[src/rtl/core_pkg.sv]
// Shared core types and constants used by the fetch front end.
package core_pkg;
    localparam int XLEN   = 32;
    localparam int INST_W = 32;

    localparam logic [XLEN-1:0] DEFAULT_RESET_PC = 32'h0000_0000;
    localparam logic [XLEN-1:0] PC_STEP          = 32'd4;

    typedef enum logic {
        RUN,
        FLUSH
    } fetch_state_e;

    typedef struct packed {
        logic [XLEN-1:0]   pc;
        logic [INST_W-1:0] inst;
    } fetch_entry_t;
endpackage

[src/rtl/fetch_fifo.sv]
// Small synchronous FIFO of fetch entries with a single-cycle flush.
module fetch_fifo
    import core_pkg::*;
#(
    parameter int DEPTH = 2
) (
    input  logic                       clk_i,
    input  logic                       rst_ni,
    input  logic                       flush_i,
    input  logic                       push_i,
    input  fetch_entry_t               data_i,
    input  logic                       pop_i,
    output fetch_entry_t               data_o,
    output logic                       full_o,
    output logic                       empty_o,
    output logic [$clog2(DEPTH+1)-1:0] count_o
);
    localparam int AW = $clog2(DEPTH);
    localparam int CW = $clog2(DEPTH + 1);

    fetch_entry_t  mem_q [DEPTH];
    logic [AW-1:0] wr_ptr_q, wr_ptr_d;
    logic [AW-1:0] rd_ptr_q, rd_ptr_d;
    logic [CW-1:0] count_q, count_d;
    logic          do_push, do_pop;

    assign full_o  = (count_q == CW'(DEPTH));
    assign empty_o = (count_q == '0);
    assign count_o = count_q;
    assign data_o  = mem_q[rd_ptr_q];

    // Flush wins over push/pop; a pop seen by the consumer this cycle still completes.
    assign do_push = push_i && !full_o && !flush_i;
    assign do_pop  = pop_i && !empty_o && !flush_i;

    always_comb begin
        wr_ptr_d = wr_ptr_q;
        rd_ptr_d = rd_ptr_q;
        count_d  = count_q;
        if (flush_i) begin
            wr_ptr_d = '0;
            rd_ptr_d = '0;
            count_d  = '0;
        end else begin
            if (do_push) wr_ptr_d = wr_ptr_q + AW'(1);
            if (do_pop)  rd_ptr_d = rd_ptr_q + AW'(1);
            count_d = count_q + CW'(do_push) - CW'(do_pop);
        end
    end

    always_ff @(posedge clk_i or negedge rst_ni) begin
        if (!rst_ni) begin
            wr_ptr_q <= '0;
            rd_ptr_q <= '0;
            count_q  <= '0;
        end else begin
            wr_ptr_q <= wr_ptr_d;
            rd_ptr_q <= rd_ptr_d;
            count_q  <= count_d;
        end
    end

    always_ff @(posedge clk_i) begin
        if (do_push) mem_q[wr_ptr_q] <= data_i;
    end
endmodule

[src/rtl/fetch_unit.sv]
// Fetch front end: owns the fetch PC, issues credited imem requests and
// buffers returned instructions with their PCs, dropping wrong-path returns.
module fetch_unit
    import core_pkg::*;
#(
    parameter logic [XLEN-1:0] RESET_PC  = DEFAULT_RESET_PC,
    parameter int              BUF_DEPTH = 2
) (
    input  logic              clk,
    input  logic              rst_n,
    input  logic              redirect_valid,
    input  logic [XLEN-1:0]   redirect_pc,
    output logic              imem_req_valid,
    input  logic              imem_req_ready,
    output logic [XLEN-1:0]   imem_req_addr,
    input  logic              imem_rsp_valid,
    input  logic [INST_W-1:0] imem_rsp_data,
    output logic              inst_valid,
    input  logic              inst_ready,
    output logic [XLEN-1:0]   inst_pc,
    output logic [INST_W-1:0] inst_data
);
    localparam int CW = $clog2(BUF_DEPTH + 1);
    localparam int SW = CW + 2;

    fetch_state_e    state_q;
    logic [XLEN-1:0] fetch_pc_q, fetch_pc_d;
    logic [CW-1:0]   drop_cnt_q, drop_cnt_d;

    logic [CW-1:0] outstanding, occupancy;
    logic [SW-1:0] in_use;
    logic          credit_ok, req_fire, dropping;
    logic          rsp_take, rsp_drop, rsp_counted;
    logic          pcq_full, pcq_empty, buf_full, buf_empty;
    fetch_entry_t  pcq_in, pcq_head, buf_in, buf_head;

    // The in-flight PC queue holds exactly the non-stale requests, so its count is "outstanding".
    assign in_use         = SW'(outstanding) + SW'(drop_cnt_q) + SW'(occupancy);
    assign credit_ok      = (in_use < SW'(BUF_DEPTH)) && !pcq_full && !buf_full;
    assign imem_req_valid = rst_n && credit_ok && !redirect_valid;
    assign imem_req_addr  = fetch_pc_q;
    assign req_fire       = imem_req_valid && imem_req_ready;

    assign dropping    = (state_q == FLUSH);
    assign rsp_drop    = imem_rsp_valid && dropping;
    assign rsp_take    = imem_rsp_valid && !dropping && !pcq_empty;
    assign rsp_counted = rsp_drop || rsp_take;

    assign pcq_in = '{pc: fetch_pc_q, inst: '0};

    always_comb begin
        buf_in      = pcq_head;
        buf_in.inst = imem_rsp_data;
    end

    always_comb begin
        drop_cnt_d = drop_cnt_q;
        if (redirect_valid) drop_cnt_d = drop_cnt_q + outstanding - CW'(rsp_counted);
        else if (rsp_drop)  drop_cnt_d = drop_cnt_q - CW'(1);

        fetch_pc_d = fetch_pc_q;
        if (redirect_valid) fetch_pc_d = redirect_pc & ~XLEN'(3);
        else if (req_fire)  fetch_pc_d = fetch_pc_q + PC_STEP;
    end

    always_ff @(posedge clk or negedge rst_n) begin
        if (!rst_n) begin
            state_q    <= RUN;
            fetch_pc_q <= RESET_PC;
            drop_cnt_q <= '0;
        end else begin
            fetch_pc_q <= fetch_pc_d;
            drop_cnt_q <= drop_cnt_d;
            case (state_q)
                RUN:     if (redirect_valid && drop_cnt_d != '0) state_q <= FLUSH;
                FLUSH:   if (drop_cnt_d == '0) state_q <= RUN;
                default: state_q <= RUN;
            endcase
        end
    end

    fetch_fifo #(.DEPTH(BUF_DEPTH)) u_pcq (
        .clk_i   (clk),
        .rst_ni  (rst_n),
        .flush_i (redirect_valid),
        .push_i  (req_fire),
        .data_i  (pcq_in),
        .pop_i   (rsp_take),
        .data_o  (pcq_head),
        .full_o  (pcq_full),
        .empty_o (pcq_empty),
        .count_o (outstanding)
    );

    fetch_fifo #(.DEPTH(BUF_DEPTH)) u_buf (
        .clk_i   (clk),
        .rst_ni  (rst_n),
        .flush_i (redirect_valid),
        .push_i  (rsp_take),
        .data_i  (buf_in),
        .pop_i   (inst_valid && inst_ready),
        .data_o  (buf_head),
        .full_o  (buf_full),
        .empty_o (buf_empty),
        .count_o (occupancy)
    );

    assign inst_valid = !buf_empty;
    assign inst_pc    = inst_valid ? buf_head.pc   : '0;
    assign inst_data  = inst_valid ? buf_head.inst : '0;
endmodule

[config.mk]
export PLATFORM = sky130hd
export DESIGN_NAME = fetch_unit
export DESIGN_NICKNAME = d
export VERILOG_FILES = /design/src/rtl/core_pkg.sv /design/src/rtl/fetch_fifo.sv /design/src/rtl/fetch_unit.sv
export SDC_FILE = /design/constraint.sdc
export NUM_CORES = 1
export LEC_CHECK = 0
export ABC_AREA = 1
export BUFFER_PORTS_ARGS = -buffer_cell sky130_fd_sc_hd__buf_2
export CAP_MARGIN = 25
export CORE_MARGIN = 3
export CORE_UTILIZATION = 45
export CTS_BUF_LIST = sky130_fd_sc_hd__clkbuf_8 sky130_fd_sc_hd__clkbuf_16
export DETAILED_ROUTE_END_ITERATION = 8
export GPL_ROUTABILITY_DRIVEN = 0
export PLACE_DENSITY = 0.75
export SYNTH_ARGS = -nofsm -noshare
export SYNTH_HDL_FRONTEND = slang
export SYNTH_SLANG_ARGS = --single-unit
[constraint.sdc]
create_clock -name clk -period 7.43 [get_ports clk]
set_clock_uncertainty 0.05 [all_clocks]
set_input_delay 1.1145 -clock clk [delete_from_list [all_inputs] [get_ports clk]]
set_output_delay 1.1145 -clock clk [all_outputs]
set_load 0.02 [all_outputs]
==> flow_metrics.env, run 1 <==
export IMPL_run_status="finished clean"
export IMPL_reg2reg_capture_point="u_pcq.mem_q[0][20]$_DFFE_PP_"
export IMPL_final_max_slew_viol_count=0
export IMPL_antenna_diode_count=0
export IMPL_global_route_wire_length_before_repair_microns=34400
export IMPL_synth_cells_most_frequent="sky130_fd_sc_hd__nand2_1, sky130_fd_sc_hd__edfxtp_1, sky130_fd_sc_hd__a21oi_1"
export IMPL_min_delay_worst_endpoint="u_pcq.rd_ptr_q$_DFFE_PN0P_"
export IMPL_grt_setup_unrepaired="false"
export IMPL_reg2reg_from="u_pcq.count_o[1]$_DFF_PN0_"
export IMPL_cts_htree_levels=1
export IMPL_post_cts_buffers=0
export IMPL_part_of_the_cycle_the_worst_path_needs=0.486
export IMPL_worst_setup_path_start_kind="flip-flop"
export IMPL_ant_nets=0
export IMPL_final_core_utilization=0.553
export IMPL_power_share_sequential=0.486
export IMPL_worst_ep_arrival_time_ns=2.45
export IMPL_number_of_enable_type_register_cells_in_the_synthesized_netlist=184
export IMPL_totalWireLength_microns=21700
export IMPL_relSlewSlack=0.338
export IMPL_fraction_of_the_yosys_area_taken_by_sequential_cells=0.662
export IMPL_power_net_switching_mw=0.849
export IMPL_viasPerCell=5.03
export IMPL_critical_path_max_fanout=63
export IMPL_layout_area_overhead_vs_synth_pct=19.0
export IMPL_grt_overflow_total=0
export IMPL_internal_power_mw=2.33
export IMPL_post_synth_top_area_fraction=0.559
export IMPL_power_density_mw_per_mm2=270
export IMPL_netlist_area_sq_mm=0.00989
export IMPL_synthDistinctLibCells=36
export IMPL_timing_worst_setup_path_type="reg -> out"
export IMPL_clk_pin_slew_worst_paths_ns=0.06
export IMPL_hold_path_startpoint="u_pcq.rd_ptr_q$_DFFE_PN0P_"
export IMPL_final_nets=1166
export IMPL_ys_ff_latch=225
export IMPL_drc_errors=0
export IMPL_via_count=6932
export IMPL_clk_root_buffer_cell="sky130_fd_sc_hd__clkbuf_16"
export IMPL_reg2regPathDepth=12
export IMPL_worst_hold_path_type="reg -> reg"
export IMPL_timing_setup_tns_ns=0
export IMPL_die_w_microns=154
export IMPL_power_leakage_nw=4.98
export IMPL_synthCells=923
export IMPL_ys_flop_type="sky130_fd_sc_hd__edfxtp_1"
export IMPL_dpl_hpwl_microns=14300
export IMPL_hold_path_cell_count=1
export IMPL_cts_hold_repair_buffers=0
export IMPL_antenna_violations_before_repair=0
export IMPL_maximum_number_of_pins_on_one_net_before_global_route_repair=64
export IMPL_period_needed_ns=3.61
export IMPL_initialDrtViolationCount=389
export IMPL_start_util=0.465
export IMPL_insertion_delay_ns=0.51
export IMPL_fill_cells=1786
export IMPL_clock_sinks=225
export IMPL_tritoncts_clock_tree="built"
export IMPL_synth_warnings=0
export IMPL_synth_most_common_cell="sky130_fd_sc_hd__nand2_1"
export IMPL_synth_largest_area_cell="sky130_fd_sc_hd__edfxtp_1"
export IMPL_number_of_global_route_vias_before_repair=6620
export IMPL_port_buffer_count=161
export IMPL_ios=168
export IMPL_finalSetupViolCount=0
export IMPL_comb_power_share=0.143
export IMPL_crit_path_required_time_ns=6.27
export IMPL_placeableCoreArea_sq_mm=0.0213
export IMPL_ff2ff_setup_slack_ns=4.06
export IMPL_endpoint_kind="output port"
export IMPL_drive_gt1_frac=0.232
export IMPL_cts_buffers=24
export IMPL_yosys_top_cells_area="sky130_fd_sc_hd__edfxtp_1, sky130_fd_sc_hd__nand2_1, sky130_fd_sc_hd__dfrtp_1"
export IMPL_switching_fraction_of_total_power=0.267
export IMPL_maxCapViolations=0
export IMPL_power_frac_clock=0.372
export IMPL_cts_repair_resize_count=0
export IMPL_async_flop_share=0.182
export IMPL_worst_slew_pin_transition_ns=0.990
export IMPL_detail_route_wl_per_cell_microns=15.8
export IMPL_timing_hold_violations_final=0
export IMPL_f_max_ghz=0.277
export IMPL_power_ir_vdd_worst_mv=0.186
export IMPL_dr_pass1_iters=4
export IMPL_die_height_microns=154
export IMPL_clk_path_buf_depth=3
export IMPL_fp_dieArea_sq_mm=0.0238
export IMPL_grt_usage=0.179
export IMPL_syn_mean_instance_area_sq_um=10.7
export IMPL_num_rows=53
## cell families (layout without fill, tap and decap cells)
kind of cell    Yosys count  after routing  share of synthesized area
other cells               1              4                   0.000379
compound gates           76             76                     0.0404
flops                   225            225                      0.662
xor+xnor                 17             17                     0.0151
mux                      30             30                     0.0342
fa+ha+maj                11             11                     0.0147
simple gates            461            461                      0.188
buf+inv                 102            279                     0.0447
## how the worst max path moves through the flow
stage / cells after the start / end / slack (ns) / start
after global placement: 6 / u_buf.mem_q[0][9]$_DFFE_PP_ / 3.44 / redirect_valid
after CTS: 6 / inst_pc[27] / 3.75 / u_buf.rd_ptr_q$_DFFE_PN0P_
after detailed placement: 6 / u_buf.mem_q[0][9]$_DFFE_PP_ / 3.40 / redirect_valid
after global routing: 6 / inst_pc[27] / 3.62 / u_buf.rd_ptr_q$_DFFE_PN0P_
after floorplan: 4 / u_buf.mem_q[1][0]$_DFFE_PP_ / 0.94 / redirect_valid
final: 6 / inst_pc[27] / 3.82 / u_buf.rd_ptr_q$_DFFE_PN0P_
## flip-flops by register name, summed over array words and instances, names as in the netlist
signal          cells
imem_req_addr      30
drop_cnt_q          2
u_buf.count_o       2
u_buf.rd_ptr_q      1
u_buf.mem_q       124
u_pcq.count_o       2
u_pcq.mem_q        60
u_pcq.rd_ptr_q      1
dropping            1
u_buf.wr_ptr_q      1
u_pcq.wr_ptr_q      1
## cells in the final DEF, fill, tap and decap left out, drive strengths merged
master and count:
clkbuf 28, a21oi 64, fa 1, nand3 60, o21a 1, mux2 30, nand4 1, nor3 2
o31ai 1, edfxtp 184, clkinvlp 2, o21bai 4, xor2 8, or2 2, inv 70, o22ai 1
dfrtp 41, and2 1, nand2 331, xnor2 9, bufinv 2, buf 171, clkinv 6, ha 10
a21o 1, conb 4, nor2 64, o21ai 4
## worst max-delay path: stages, from the launching register on
cell	delay [ns]
sky130_fd_sc_hd__dfrtp_2	0.34
sky130_fd_sc_hd__buf_4	0.57
sky130_fd_sc_hd__inv_2	0.32
sky130_fd_sc_hd__buf_12	0.28
sky130_fd_sc_hd__nand2_1	0.10
sky130_fd_sc_hd__a21oi_1	0.09
sky130_fd_sc_hd__buf_2	0.21
## layout make-up
class / count / area, sq um / share of cell area
Tap cell: 275 / 344 / 0.0292
Clock buffer: 28 / 667 / 0.0566
Timing Repair Buffer: 171 / 893 / 0.0759
Multi-Input combinational cell: 599 / 2930 / 0.249
Clock inverter: 16 / 145 / 0.0123
Sequential cell: 225 / 6550 / 0.557
Inverter: 64 / 243 / 0.0206
## per-stage QoR
step / hold WS, ns / setup slack (ns) / area [sq um] / total power [mW] / instances
floorplan: 0.416 / 0.943 / 9900 / 1.86 / 926
global placement: 0.432 / 3.44 / 10900 / 2.01 / 1333
detailed placement: 0.436 / 3.40 / 11000 / 2.03 / 1334
CTS: 0.445 / 3.75 / 11800 / 3.22 / 1378
global route: 0.512 / 3.62 / 11800 / 3.34 / 1378
finish: 0.442 / 3.82 / 11800 / 3.18 / 1378
## power groups by stage
stage                     Clock [mW]  Sequential [mW]  Combinational [mW]
after floorplan                    0             1.57               0.288
after global placement             0             1.57               0.444
after detailed placement           0             1.57               0.458
after CTS                       1.21             1.54               0.461
after global routing            1.27             1.55               0.510
final                           1.18             1.54               0.453
## per-layer routing
layer / global-route usage / vias to the layer above / wire length, microns
met5: 0 / - / 0
met4: 0.0463 / 0 / 430
met3: 0.0344 / 34 / 1390
met2: 0.308 / 219 / 10700
met1: 0.236 / 3281 / 9170
li1: - / 3398 / -
(Power assumes the default switching activity.)
==> run 2: changes to the inputs <==
- ABC_AREA: 1 -> 0
- clock period: 7.43 -> 3.6 ns (I/O delays scaled with it)
==> run 2 against run 1 <==
- highest routed layer unchanged
- combinational power rose by 95%
- via count fell by 13%
- cell count fell by 19%
- sequential power rose by 110%
- clock power rose by 130%
- largest power group unchanged
==> flow_metrics.env, run 2 <==
export IMPL_path_common_cell="sky130_fd_sc_hd__inv_1"
export IMPL_die_height_microns=151
export IMPL_grt_met2_usage=0.290
export IMPL_via_count=6038
export IMPL_part_of_the_cycle_the_worst_path_needs=0.889
export IMPL_grt_overflow_total=0
export IMPL_period_needed_ns=3.20
export IMPL_worst_slew_pin_transition_ns=0.634
export IMPL_busiest_layer="met2"
export IMPL_largest_reg_flops=124
export IMPL_antenna_violations_before_repair=0
export IMPL_start_util=0.464
export IMPL_detail_route_wl_per_cell_microns=18.4
export IMPL_dpl_hpwl_microns=13500
export IMPL_pre_cts_slack_ns=0.556
export IMPL_cts_repair_resize_count=0
export IMPL_grtUsageMet3=0.0338
export IMPL_global_route_wire_length_before_repair_microns=31700
export IMPL_cts_buffers=24
export IMPL_power_ir_vdd_worst_mv=0.435
export IMPL_finalSetupViolCount=0
export IMPL_placeableCoreArea_sq_mm=0.0205
export IMPL_worst_ep_arrival_time_ns=2.61
export IMPL_synth_most_common_cell="sky130_fd_sc_hd__edfxtp_1"
export IMPL_timing_setup_tns_ns=0
export IMPL_run_status="finished clean"
export IMPL_port_buffer_count=161
export IMPL_synthCells=654
export IMPL_grt_usage=0.176
export IMPL_synth_largest_area_cell="sky130_fd_sc_hd__edfxtp_1"
export IMPL_syn_mean_instance_area_sq_um=14.5
export IMPL_drc_errors=0
export IMPL_setup_worst_path_start="u_pcq.count_o[1]$_DFF_PN0_"
export IMPL_post_synth_top_area_fraction=0.581
export IMPL_number_of_global_route_vias_before_repair=5794
export IMPL_worst_hold_path_type="in -> async"
export IMPL_crit_chain="inv_1 > fa_1 > inv_1 > ha_1 > nor2_1 > nand3_1 > nor3_1 > buf_2"
export IMPL_post_cts_buffers=0
export IMPL_path_delay_family="adder cells"
export IMPL_layout_area_overhead_vs_synth_pct=22.2
export IMPL_slack_of_the_critical_path_ns=0.401
export IMPL_critical_path_max_fanout=5
export IMPL_fraction_of_the_yosys_area_taken_by_sequential_cells=0.689
export IMPL_ys_ff_latch=225
export IMPL_power_frac_clock=0.399
export IMPL_maximum_number_of_pins_on_one_net_before_global_route_repair=63
export IMPL_synth_warnings=0
export IMPL_drive_gt1_frac=0.316
export IMPL_antenna_diode_count=0
export IMPL_power_leakage_nw=4.38
export IMPL_power_net_switching_mw=1.68
export IMPL_met1_usage=0.239
export IMPL_fin_total_pwr_mw=6.79
export IMPL_timing_worst_setup_path_type="reg -> out"
export IMPL_ios=168
export IMPL_async_flop_share=0.182
export IMPL_reg2reg_from="u_pcq.count_o[1]$_DFF_PN0_"
export IMPL_register_with_the_most_flip_flops="u_buf.mem_q"
export IMPL_internal_power_mw=5.10
export IMPL_dr_pass1_iters=7
export IMPL_netlist_area_sq_mm=0.00950
export IMPL_grt_setup_unrepaired="false"
export IMPL_insertion_delay_ns=0.50
export IMPL_power_share_sequential=0.471
export IMPL_fill_cells=1645
export IMPL_synthDistinctLibCells=51
export IMPL_switching_fraction_of_total_power=0.248
export IMPL_final_nets=907
export IMPL_maxCapViolations=0
export IMPL_power_density_mw_per_mm2=584
export IMPL_most_common_cell_after_layout_fill_and_taps_aside="sky130_fd_sc_hd__edfxtp_1"
export IMPL_clk_path_buf_depth=3
export IMPL_final_cell_mix="sky130_fd_sc_hd__edfxtp_1, sky130_fd_sc_hd__buf_2, sky130_fd_sc_hd__nor2_1, sky130_fd_sc_hd__mux2i_1, sky130_fd_sc_hd__dfrtp_1"
export IMPL_cts_hold_repair_buffers=0
export IMPL_comb_power_share=0.130
export IMPL_ant_nets=0
export IMPL_fp_dieArea_sq_mm=0.0229
export IMPL_ys_flop_type="sky130_fd_sc_hd__edfxtp_1"
export IMPL_crit_path_required_time_ns=3.01
export IMPL_critical_path_slowest_cell="sky130_fd_sc_hd__fa_1"
export IMPL_critical_path_n_buffers_inverters=3
export IMPL_ff2ff_setup_slack_ns=0.54
export IMPL_synth_cells_most_frequent="sky130_fd_sc_hd__edfxtp_1, sky130_fd_sc_hd__nor2_1, sky130_fd_sc_hd__mux2i_1, sky130_fd_sc_hd__dfrtp_1, sky130_fd_sc_hd__mux2_2"
export IMPL_initialDrtViolationCount=495
export IMPL_viasPerCell=5.42
export IMPL_timing_hold_violations_final=0
export IMPL_cts_htree_levels=1
export IMPL_num_rows=52
export IMPL_number_of_enable_type_register_cells_in_the_synthesized_netlist=184
export IMPL_yosys_top_cells_area="sky130_fd_sc_hd__edfxtp_1, sky130_fd_sc_hd__dfrtp_1, sky130_fd_sc_hd__mux2i_1"
export IMPL_f_max_ghz=0.313
export IMPL_tritoncts_clock_tree="built"
export IMPL_die_w_microns=151
export IMPL_totalWireLength_microns=20500
export IMPL_clk_root_buffer_cell="sky130_fd_sc_hd__clkbuf_16"
export IMPL_relSlewSlack=0.578
export IMPL_final_max_slew_viol_count=0
export IMPL_clk_pin_slew_worst_paths_ns=0.06
export IMPL_worst_setup_path_start_kind="flip-flop"
export IMPL_critPathMaxStageDelay_ns=0.51
export IMPL_endpoint_kind="output port"
export IMPL_clock_sinks=225
[run 2: cell count changes in the layout (fill, tap and decap cells not counted), sizes merged, moves of 9 or more]
cell,delta
nand4,+10
nand3,-37
mux2i,+63
nand2,-309
inv,-53
a22oi,+9
nor2,+14
a221o,+13
a21oi,-63
o211ai,+12
or4,+18
[run 2: cell families after synthesis]
kind of cell             Yosys count  synth area share
flip-flops                       225             0.689
AND/OR/NAND/NOR                  198             0.107
multiplexers                      93             0.102
AO/OA/AOI/OAI                     63            0.0524
buffers and inverters             51            0.0226
XOR/XNOR                          12            0.0111
adder cells (fa/ha/maj)           11            0.0153
other                              1          0.000395
[run 2: layout make-up]
class,instances,area [sq um],share of cell area
Clock buffer,29,703,0.0606
Clock inverter,15,200,0.0172
Inverter,15,56.3,0.00485
Multi-Input combinational cell,381,2770,0.238
Sequential cell,225,6560,0.564
Tap cell,270,338,0.0291
Timing Repair Buffer,179,991,0.0853
[run 2: worst paths after layout]
| path | endpoint | cells past startpoint |
|---|---|---|
| min in group clk | u_buf.mem_q[0][0]$_DFFE_PP_ | 1 |
| min | imem_req_addr[14]$_DFFE_PN0P_ | 2 |
| min reg2reg | u_buf.mem_q[0][53]$_DFFE_PP_ | 1 |
| max reg2reg | u_pcq.mem_q[0][3]$_DFFE_PP_ | 9 |
| max in group asynchronous | u_buf.rd_ptr_q$_DFFE_PN0P_ | 2 |
| max | imem_req_valid | 8 |
[run 2: power groups by stage]
| stage | clock network, mW | logic [mW] | registers [mW] |
|---|---|---|---|
| 3_5_place_dp | 0 | 0.884 | 3.25 |
| 4_1_cts | 2.75 | 0.891 | 3.19 |
| 3_3_place_gp | 0 | 0.864 | 3.24 |
| 5_1_grt | 2.86 | 0.970 | 3.22 |
| 2_1_floorplan | 0 | 0.545 | 3.24 |
| 6_report | 2.70 | 0.883 | 3.20 |
[run 2: routing by layer]
| metal | vias up | routed length, microns | part of all wire |
|---|---|---|---|
| li1 | 2834 | - | - |
| met1 | 2915 | 8740 | 0.43 |
| met2 | 249 | 9800 | 0.48 |
| met3 | 40 | 1480 | 0.072 |
| met4 | 0 | 505 | 0.025 |
| met5 | - | 0 | 0 |
[run 2: per-stage QoR]
step / cells / utilization / hold WS, ns / area (sq um)
after floorplan: 657 / - / 0.194 / 9520
after global placement: 1070 / 0.523 / 0.493 / 10700
after detailed placement: 1070 / 0.523 / 0.501 / 10700
after CTS: 1114 / 0.567 / 0.115 / 11600
after global routing: 1114 / 0.567 / 0.141 / 11600
final: 1114 / 0.567 / 0.106 / 11600
==> run 3: changes to the inputs <==
- CORE_ASPECT_RATIO: not set -> 1.75
==> run 3 against run 2 <==
- critical path depth unchanged
- worst setup slack better by 0.085 ns
- utilization decreased by 1.2 points
- power decreased by 5.9%
- worst hold slack gained 0.046 ns
- clock power decreased by 14%
- die area increased by 0.29%
- non-clock buffer count down 3
- via count shrank 1.4%
- largest power group unchanged
==> flow_metrics.env, run 3 (same netlist as run 2, synthesis figures left out) <==
export IMPL_relSlewSlack=0.563
export IMPL_global_route_wire_length_before_repair_microns=30500
export IMPL_number_of_global_route_vias_before_repair=5861
export IMPL_critical_path_endpoint="imem_req_valid"
export IMPL_fp_dieArea_sq_mm=0.0230
export IMPL_final_max_slew_viol_count=0
export IMPL_most_common_cell_after_layout_fill_and_taps_aside="sky130_fd_sc_hd__edfxtp_1"
export IMPL_post_route_cell_area_sq_mm=0.0114
export IMPL_detail_route_wl_per_cell_microns=18.1
export IMPL_ant_nets=0
export IMPL_dr_pass1_iters=4
export IMPL_insertion_delay_ns=0.48
export IMPL_largest_reg_flops=124
export IMPL_pre_cts_slack_ns=0.692
export IMPL_power_density_mw_per_mm2=560
export IMPL_finalSetupViolCount=0
export IMPL_drive_gt1_frac=0.307
export IMPL_worst_hold_path_type="in -> async"
export IMPL_reg2reg_capture_point="u_pcq.count_o[1]$_DFF_PN0_"
export IMPL_power_ir_vdd_worst_mv=0.474
export IMPL_maximum_number_of_pins_on_one_net_before_global_route_repair=63
export IMPL_post_cts_buffers=0
export IMPL_ios=168
export IMPL_worst_slew_pin_transition_ns=0.656
export IMPL_reg2regPathDepth=12
export IMPL_placeableCoreArea_sq_mm=0.0205
export IMPL_worst_setup_path_start_kind="flip-flop"
export IMPL_num_rows=69
export IMPL_grt_setup_unrepaired="false"
export IMPL_endpoint_kind="output port"
export IMPL_ff2ff_setup_slack_ns=0.66
export IMPL_numPlacedInstances=1045
export IMPL_crit_path_required_time_ns=3.01
export IMPL_period_needed_ns=3.11
export IMPL_worst_ep_arrival_time_ns=2.52
export IMPL_part_of_the_cycle_the_worst_path_needs=0.865
export IMPL_placed_instance_area_sq_mm=0.0107
export IMPL_timing_hold_violations_final=0
export IMPL_power_leakage_nw=4.29
export IMPL_grt_overflow_total=0
export IMPL_start_util=0.463
export IMPL_dpl_hpwl_microns=13200
export IMPL_initialDrtViolationCount=281
export IMPL_drc_errors=0
export IMPL_clock_sinks=225
export IMPL_final_nets=901
export IMPL_via_count=5953
export IMPL_cts_buffers=21
export IMPL_slack_of_the_critical_path_ns=0.486
export IMPL_setup_worst_path_start="u_pcq.count_o[1]$_DFF_PN0_"
export IMPL_grt_usage=0.167
export IMPL_timing_worst_setup_path_type="reg -> out"
export IMPL_register_with_the_most_flip_flops="u_buf.mem_q"
export IMPL_f_max_ghz=0.321
export IMPL_tritoncts_clock_tree="built"
export IMPL_run_status="finished clean"
export IMPL_clk_pin_slew_worst_paths_ns=0.07
export IMPL_clk_root_buffer_cell="sky130_fd_sc_hd__clkbuf_16"
export IMPL_cts_hold_repair_buffers=0
export IMPL_clk_path_buf_depth=3
export IMPL_antenna_diode_count=0
export IMPL_antenna_violations_before_repair=0
export IMPL_final_cell_mix="sky130_fd_sc_hd__edfxtp_1, sky130_fd_sc_hd__buf_2, sky130_fd_sc_hd__nor2_1, sky130_fd_sc_hd__mux2i_1, sky130_fd_sc_hd__dfrtp_1"
export IMPL_cts_repair_resize_count=0
export IMPL_cts_htree_levels=1
export IMPL_reg2reg_from="u_pcq.count_o[1]$_DFF_PN0_"
export IMPL_maxCapViolations=0
export IMPL_critical_path_max_fanout=5
export IMPL_port_buffer_count=161
export IMPL_fin_cells=1083
export IMPL_totalWireLength_microns=19600
export IMPL_die_w_microns=116
export IMPL_layout_area_overhead_vs_synth_pct=19.9
export IMPL_viasPerCell=5.50
export IMPL_timing_setup_tns_ns=0
export IMPL_die_height_microns=198
[run 3: worst min-delay path by stage]
stage | end | slack (ns) | depth (start not counted) | from
CTS | imem_req_addr[27]$_DFFE_PN0P_ | 0.15 | 2 | rst_n
global route | imem_req_addr[27]$_DFFE_PN0P_ | 0.17 | 2 | rst_n
floorplan | drop_cnt_q[0]$_DFF_PN0_ | 0.19 | 0 | rst_n
global placement | u_pcq.rd_ptr_q$_DFFE_PN0P_ | 0.48 | 2 | u_pcq.rd_ptr_q$_DFFE_PN0P_
finish | imem_req_addr[27]$_DFFE_PN0P_ | 0.15 | 2 | rst_n
detailed placement | u_pcq.rd_ptr_q$_DFFE_PN0P_ | 0.49 | 2 | u_pcq.rd_ptr_q$_DFFE_PN0P_
[run 3: final cells by class]
type | instances | area, sq um
Fill cell | 1675 | 9150
Sequential cell | 225 | 6560
Inverter | 15 | 56.3
Clock buffer | 21 | 526
Tap cell | 248 | 310
Clock inverter | 17 | 210
Multi-Input combinational cell | 381 | 2770
Timing Repair Buffer | 176 | 968
[run 3: per-layer routing]
layer  global-route usage  wire length (microns)  vias to the layer above
met5                    0                      0                        -
met4               0.0671                    640                        0
met3               0.0239                   1120                       46
met2                0.299                  10400                      224
met1                0.200                   7380                     2856
li1                     -                      -                     2827
[run 3: critical path: stages, from the launching register on]
cell	delay [ns]
sky130_fd_sc_hd__dfrtp_1	0.42
sky130_fd_sc_hd__inv_1	0.11
sky130_fd_sc_hd__fa_1	0.51
sky130_fd_sc_hd__inv_1	0.04
sky130_fd_sc_hd__ha_1	0.27
sky130_fd_sc_hd__nor2_1	0.20
sky130_fd_sc_hd__nand3_1	0.11
sky130_fd_sc_hd__nor3_1	0.18
sky130_fd_sc_hd__buf_2	0.20
[run 3: where the power goes]
part,leakage (nW),internal (mW),switching [mW]
logic,1.74,0.352,0.516
registers,2.17,3.00,0.186
clock network,0.382,1.43,0.901
[run 3: stage by stage]
step           hold slack (ns)  utilization  power, mW
2_1_floorplan            0.194            -       3.78
3_3_place_gp             0.482        0.519       4.09
3_5_place_dp             0.493        0.519       4.12
4_1_cts                  0.149        0.555       6.45
5_1_grt                  0.171        0.555       6.64
6_report                 0.152        0.555       6.38
